### src/rtl/booth_pkg.sv
// Shared widths, FSM state type and signed-limit helpers for the Booth result accumulator.
// Optional saturation is selected by defining BOOTH_ACC_SAT_EN (see booth_sat_add).
package booth_pkg;

    localparam int BOOTH_PROD_W  = 10;
    localparam int BOOTH_ACC_W   = 16;
    localparam int BOOTH_N_TERMS = 4;

    typedef enum logic [0:0] {
        ACCUM = 1'b0,
        HOLD  = 1'b1
    } acc_state_t;

    // Bit patterns of the most positive / most negative w-bit two's-complement values
    function automatic logic [63:0] signed_max(input int w);
        return (64'd1 << (w - 1)) - 64'd1;
    endfunction

    function automatic logic [63:0] signed_min(input int w);
        return ~signed_max(w);
    endfunction

endpackage

### src/rtl/booth_sat_add.sv
// Combinational W-bit signed adder with overflow flag.
// With BOOTH_ACC_SAT_EN defined the result clamps to the signed limits; otherwise it wraps.
module booth_sat_add
    import booth_pkg::*;
#(
    parameter int W = BOOTH_ACC_W
) (
    input  logic [W-1:0] a,
    input  logic [W-1:0] b,
    output logic [W-1:0] sum,
    output logic         ovf
);

    logic [W:0] full;

    assign full = {a[W-1], a} + {b[W-1], b};

    // The extra top bit holds the true sign; it disagrees with bit W-1 only on overflow
    assign ovf = full[W] ^ full[W-1];

`ifdef BOOTH_ACC_SAT_EN
    localparam logic [W-1:0] SAT_MAX = W'(signed_max(W));
    localparam logic [W-1:0] SAT_MIN = W'(signed_min(W));

    assign sum = ovf ? (full[W] ? SAT_MIN : SAT_MAX) : full[W-1:0];
`else
    assign sum = full[W-1:0];
`endif

endmodule

### src/rtl/booth_result_acc.sv
// Accumulates N_TERMS signed Booth products per group and offers the sum over valid/ready.
// Overflow behaviour follows booth_sat_add: saturating when BOOTH_ACC_SAT_EN is defined.
module booth_result_acc
    import booth_pkg::*;
#(
    parameter int PROD_W  = BOOTH_PROD_W,
    parameter int ACC_W   = BOOTH_ACC_W,
    parameter int N_TERMS = BOOTH_N_TERMS
) (
    input  logic                         clk,
    input  logic                         rst,
    input  logic [PROD_W-1:0]            prod_in,
    input  logic                         prod_done,
    input  logic                         clr,
    output logic [ACC_W-1:0]             sum_out,
    output logic                         sum_valid,
    input  logic                         sum_ready,
    output logic [$clog2(N_TERMS+1)-1:0] count,
    output logic                         overflow,
    output logic                         dropped
);

    localparam int CNT_W = $clog2(N_TERMS + 1);

    acc_state_t       state;
    logic             done_q;
    logic [ACC_W-1:0] acc;
    logic [ACC_W-1:0] prod_ext;
    logic [ACC_W-1:0] add_a;
    logic [ACC_W-1:0] add_sum;
    logic             add_ovf;
    logic             capture;
    logic             handshake;
    logic [CNT_W-1:0] count_base;
    logic [CNT_W-1:0] count_next;
    logic             last_term;

    generate
        if (ACC_W > PROD_W) begin : g_sext
            assign prod_ext = {{(ACC_W - PROD_W){prod_in[PROD_W-1]}}, prod_in};
        end else begin : g_noext
            assign prod_ext = prod_in;
        end
    endgenerate

    assign capture   = prod_done & ~done_q;
    assign handshake = sum_valid & sum_ready;

    // A capture in the handshake cycle starts a fresh group, so the adder sees zero instead of acc
    assign add_a      = handshake ? '0 : acc;
    assign count_base = handshake ? '0 : count;
    assign count_next = count_base + 1'b1;
    assign last_term  = (count_next == CNT_W'(N_TERMS));

    booth_sat_add #(
        .W(ACC_W)
    ) u_add (
        .a  (add_a),
        .b  (prod_ext),
        .sum(add_sum),
        .ovf(add_ovf)
    );

    always_ff @(posedge clk or posedge rst) begin
        if (rst) begin
            state     <= ACCUM;
            done_q    <= 1'b1;
            acc       <= '0;
            count     <= '0;
            sum_out   <= '0;
            sum_valid <= 1'b0;
            overflow  <= 1'b0;
            dropped   <= 1'b0;
        end else begin
            done_q <= prod_done;
            if (clr) begin
                state     <= ACCUM;
                acc       <= '0;
                count     <= '0;
                sum_valid <= 1'b0;
                overflow  <= 1'b0;
                dropped   <= 1'b0;
            end else begin
                case (state)
                    ACCUM: begin
                        if (capture) begin
                            acc      <= add_sum;
                            count    <= count_next;
                            overflow <= overflow | add_ovf;
                            if (last_term) begin
                                sum_out   <= add_sum;
                                sum_valid <= 1'b1;
                                state     <= HOLD;
                            end
                        end
                    end
                    HOLD: begin
                        if (handshake) begin
                            sum_valid <= 1'b0;
                            dropped   <= 1'b0;
                            state     <= ACCUM;
                            if (capture) begin
                                acc      <= add_sum;
                                count    <= count_next;
                                overflow <= add_ovf;
                                if (last_term) begin
                                    sum_out   <= add_sum;
                                    sum_valid <= 1'b1;
                                    state     <= HOLD;
                                end
                            end else begin
                                acc      <= '0;
                                count    <= '0;
                                overflow <= 1'b0;
                            end
                        end else if (capture) begin
                            dropped <= 1'b1;
                        end
                    end
                    default: state <= ACCUM;
                endcase
            end
        end
    end

endmodule

### config.mk
export PLATFORM = sky130hd
export DESIGN_NAME = booth_result_acc
export DESIGN_NICKNAME = d
export VERILOG_FILES = /design/src/rtl/booth_pkg.sv /design/src/rtl/booth_sat_add.sv /design/src/rtl/booth_result_acc.sv
export SDC_FILE = /design/constraint.sdc
export NUM_CORES = 1
export LEC_CHECK = 0
export ABC_AREA = 1
export CAP_MARGIN = 20
export CORE_MARGIN = 2
export CORE_UTILIZATION = 35
export CTS_BUF_LIST = sky130_fd_sc_hd__clkbuf_2 sky130_fd_sc_hd__clkbuf_4 sky130_fd_sc_hd__clkbuf_8
export DETAILED_ROUTE_END_ITERATION = 10
export GPL_TIMING_DRIVEN = 0
export SYNTH_ARGS = -nofsm -noshare
export SYNTH_HDL_FRONTEND = slang
export SYNTH_HIERARCHICAL = 1
export SYNTH_SLANG_ARGS = --single-unit
### constraint.sdc
create_clock -name clk -period 2.1 [get_ports clk]
set_input_delay 0.21 -clock clk [delete_from_list [all_inputs] [get_ports clk]]
set_output_delay 0.21 -clock clk [all_outputs]
set_load 0.01 [all_outputs]
==> flow_summary.yaml <==
run_status:
  outcome: "complete, but fails checks"
  violations: "negative setup slack"
place:
  dp_cells: 530
  routabilityCongestion: 0.908
  port_buffers: 36
  dp_slack_ps: -629
  dp_hpwl_um: 4940
detailed_routing:
  vias: 2621
  wl_met1_um: 3510
  top_layer: "met4"
  antenna_left: 0
  routedWlPerCell_um: 13.2
  routed_wl_um: 7380
  vias_per_cell: 4.69
  firstDrtPassIters: 4
  route.met3.wl_um: 229
  wl_met2_um: 3530
  first_iter_violations: 143
  drc_errors: 0
power_and_ir_drop:
  power.leakage_nw: 2.01
  pwr-share-clk: 0.275
  ir_drop_uv: 274
  powerDensity_nw_per_um2: 509
  p_total_mw: 2.03
  sw_frac_of_total: 0.323
  p_seq_frac: 0.401
  netSwitchingPower_uw: 657
  p_int_mw: 1.38
  p_comb_frac: 0.324
cts:
  clock_latency_ps: 290
  cts_tree: "built"
  clk_pin_slew_worst_paths_ps: 80
  h-tree-depth: 2
  numCtsBuffers: 5
  root_buffer: "clkbuf_8"
  clkSinkCount: 40
  cts.path.max_buffers: 2
sta:
  layout_setup_ws_ps: -111
  min_period_over_period: 1.05
  rsz0062_at_grt: "yes"
  setup_violations: 7
  max_slew_margin: 0.445
  slew_viol_final: 0
  max_freq_ghz: 0.452
  worst_pin_slew_ps: 831
  whs_ps: 406
  period_needed_ps: 2210
  hold_violations: 0
  skew_ps: 5.07
worst_setup_path:
  crit_required_ps: 2330
  slowest_delay_ps: 410
  crit_path_max_fanout: 8
  cp_common_cell: "nand2_1"
  r2r-start: "sum_valid$_DFFE_PP0P_"
  crit_type: "register to register"
  critPathCaptureType: "register"
  crit_chain: "nand2_4 > clkinv_8 > clkbuf_16 > nor2_4 > ha_4 > buf_4 > nand2_1 > o21bai_2 > a21oi_2 > nand2_2 > xor2_2 > nand4_1 > nand2_1"
  rr_endpoint: "sum_out[14]$_DFFE_PP0P_"
  reg2reg_slack_ps: -110
  crit_path_start_kind: "register"
  critPathSlowestCell: "dfrtp_1"
  r2r_cells: 13
  arrival_ps: 2440
global_routing:
  grt-ovfl-total: 0
  grt_pass1_vias: 2437
  grt_pass1_wl_um: 11800
  antenna_found_initial: 0
  grt_usage: 0.173
  grt_max_degree: 41
floorplan:
  dieHeight_um: 93.0
  num_rows: 32
  floorplan.die_area_um2: 8650
  start_util: 0.361
  ioPinCount: 37
  coreArea_um2: 7690
  die_w_um: 93.0
yosys:
  synthMuxAreaShare: 0
  synth_cells: 392
  ys_ff_latch: 40
  synth_top_area_share: 0.352
  synthXorXnorAreaFrac: 0.0379
  synthesis.area_um2: 2770
  yosysSeqAreaShare: 0.362
  synth_area_leaders: "dfrtp_1, nand2_1, ha_1"
  synth.distinct_cells: 32
  synthAdderAreaFrac: 0.0885
  syn-mean-instance-area_um2: 7.07
  syn_nets: 426
  synth_compound_area_frac: 0.0451
  synth_top_area_cell: "dfrtp_1"
  yosysWarnings: 6
  synth_top_family_by_area: "simple AND/OR/NAND/NOR gates"
  synth-simple-area-share: 0.379
layout:
  area_growth_pct: 44.1
  drive_above_1_share: 0.300
  diodes: 0
  layout.nets: 490
  fin_util: 0.519
  final_cells: 559
worst_hold_path:
  hold_path.class: "input pin to asynchronous set/reset pin"
run:
  maxCapViolations: 0
## layer usage
metal,global-route usage,up-vias
li1,-,1340
met1,0.241,1223
met2,0.279,49
met3,0.0218,9
met4,0.0564,0
met5,0,-
## cells by family after synthesis
logic type | count (synthesis)
and+or+nand+nor | 242
buffers and inverters | 60
DFF | 40
AOI/OAI and AO/OA | 19
adders and majority gates | 19
xor gates and xnor gates | 12
## how the worst max path moves through the flow
stage / from / to / slack (ps) / cells after the start
6_report: sum_valid$_DFFE_PP0P_ / sum_out[14]$_DFFE_PP0P_ / -110 / 13
2_1_floorplan: sum_valid$_DFFE_PP0P_ / sum_out[13]$_DFFE_PP0P_ / 7 / 15
4_1_cts: sum_valid$_DFFE_PP0P_ / overflow$_DFFE_PP0P_ / -70 / 17
3_5_place_dp: sum_ready / sum_out[12]$_DFFE_PP0P_ / -630 / 16
5_1_grt: sum_valid$_DFFE_PP0P_ / sum_out[13]$_DFFE_PP0P_ / -270 / 15
3_3_place_gp: sum_ready / sum_out[12]$_DFFE_PP0P_ / -600 / 16
## layout by cell type, fill, tap and decap left out, drive strengths merged, types with 3 or more instances in the layout
cell type,count
a21oi,12
buf,24
clkbuf,12
clkdlybuf4s50,34
dfrtp,39
ha,18
inv,51
nand2,168
nand3,16
nand4,18
nor2,36
o21ai,4
o21bai,3
xor2,10
## layout make-up
type	count	area, um^2
plain buffers	7	70.1
multi-input cells	293	1950
inverters	52	208
fillers	741	3690
clock buffers	8	97.6
flip-flops and latches	40	1000
repair buffers	57	541
well taps	102	128
## power by group through the flow
stage / logic (mW) / clock network (mW) / registers (mW)
2_1_floorplan: 0.329 / 0 / 0.827
3_3_place_gp: 0.455 / 0 / 0.827
3_5_place_dp: 0.460 / 0 / 0.827
4_1_cts: 0.577 / 0.574 / 0.814
5_1_grt: 0.725 / 0.620 / 0.817
6_report: 0.659 / 0.560 / 0.814
## stage by stage
step	area [um^2]	TNS [ps]
after CTS	3780	-319
after floorplan	2800	0
after global placement	3280	-11150
final	3990	-326
after global routing	3990	-1950
after detailed placement	3280	-11930
## worst max-delay path: cells and delay by family (launching register included)
family          cells  cell delay, ps
simple gates        6             610
buf+inv             3             410
flops               1             410
compound gates      2             270
xor+xnor            1             240
fa+ha+maj           1             220
## state kept, by name (all words and copies together) (netlist names)
name / flops
acc: 16
sum_valid: 1
done_q: 1
count: 3
dropped: 1
state: 1
sum_out: 16
overflow: 1
## cells in the mapped netlist
| library cell | count |
|---|---|
| dfstp_2 | 1 |
| nor2_1 | 33 |
| inv_2 | 4 |
| o21ai_0 | 3 |
| nor3_1 | 1 |
| buf_4 | 4 |
| nor3_2 | 1 |
| buf_2 | 3 |
| o21bai_1 | 2 |
| nand4_1 | 18 |
| nor2_4 | 1 |
| xor2_1 | 10 |
| nand3_4 | 1 |
| clkbuf_1 | 1 |
| o21ai_2 | 1 |
| inv_1 | 47 |
| nand3_1 | 14 |
| dfrtp_1 | 39 |
| fa_1 | 1 |
| o21bai_2 | 1 |
| nor2_2 | 2 |
| a21oi_1 | 10 |
| and2_1 | 2 |
| nand2_4 | 1 |
| a21oi_4 | 1 |
| clkinv_1 | 1 |
| ha_1 | 18 |
| a21oi_2 | 1 |
| xnor2_1 | 2 |
| or2_1 | 1 |
| nand2_1 | 155 |
| nand2_2 | 12 |
## timing repair
action | 4_1_cts | 5_1_grt
setup buffers | 16 | 4
setup endpoints to repair | 23 | 30
cloned | 1 | 1
hold buffers | 0 | 0
pin swaps | 37 | 32
gates resized for setup | 56 | 36
Note: power is estimated with default switching activity, not from simulation.
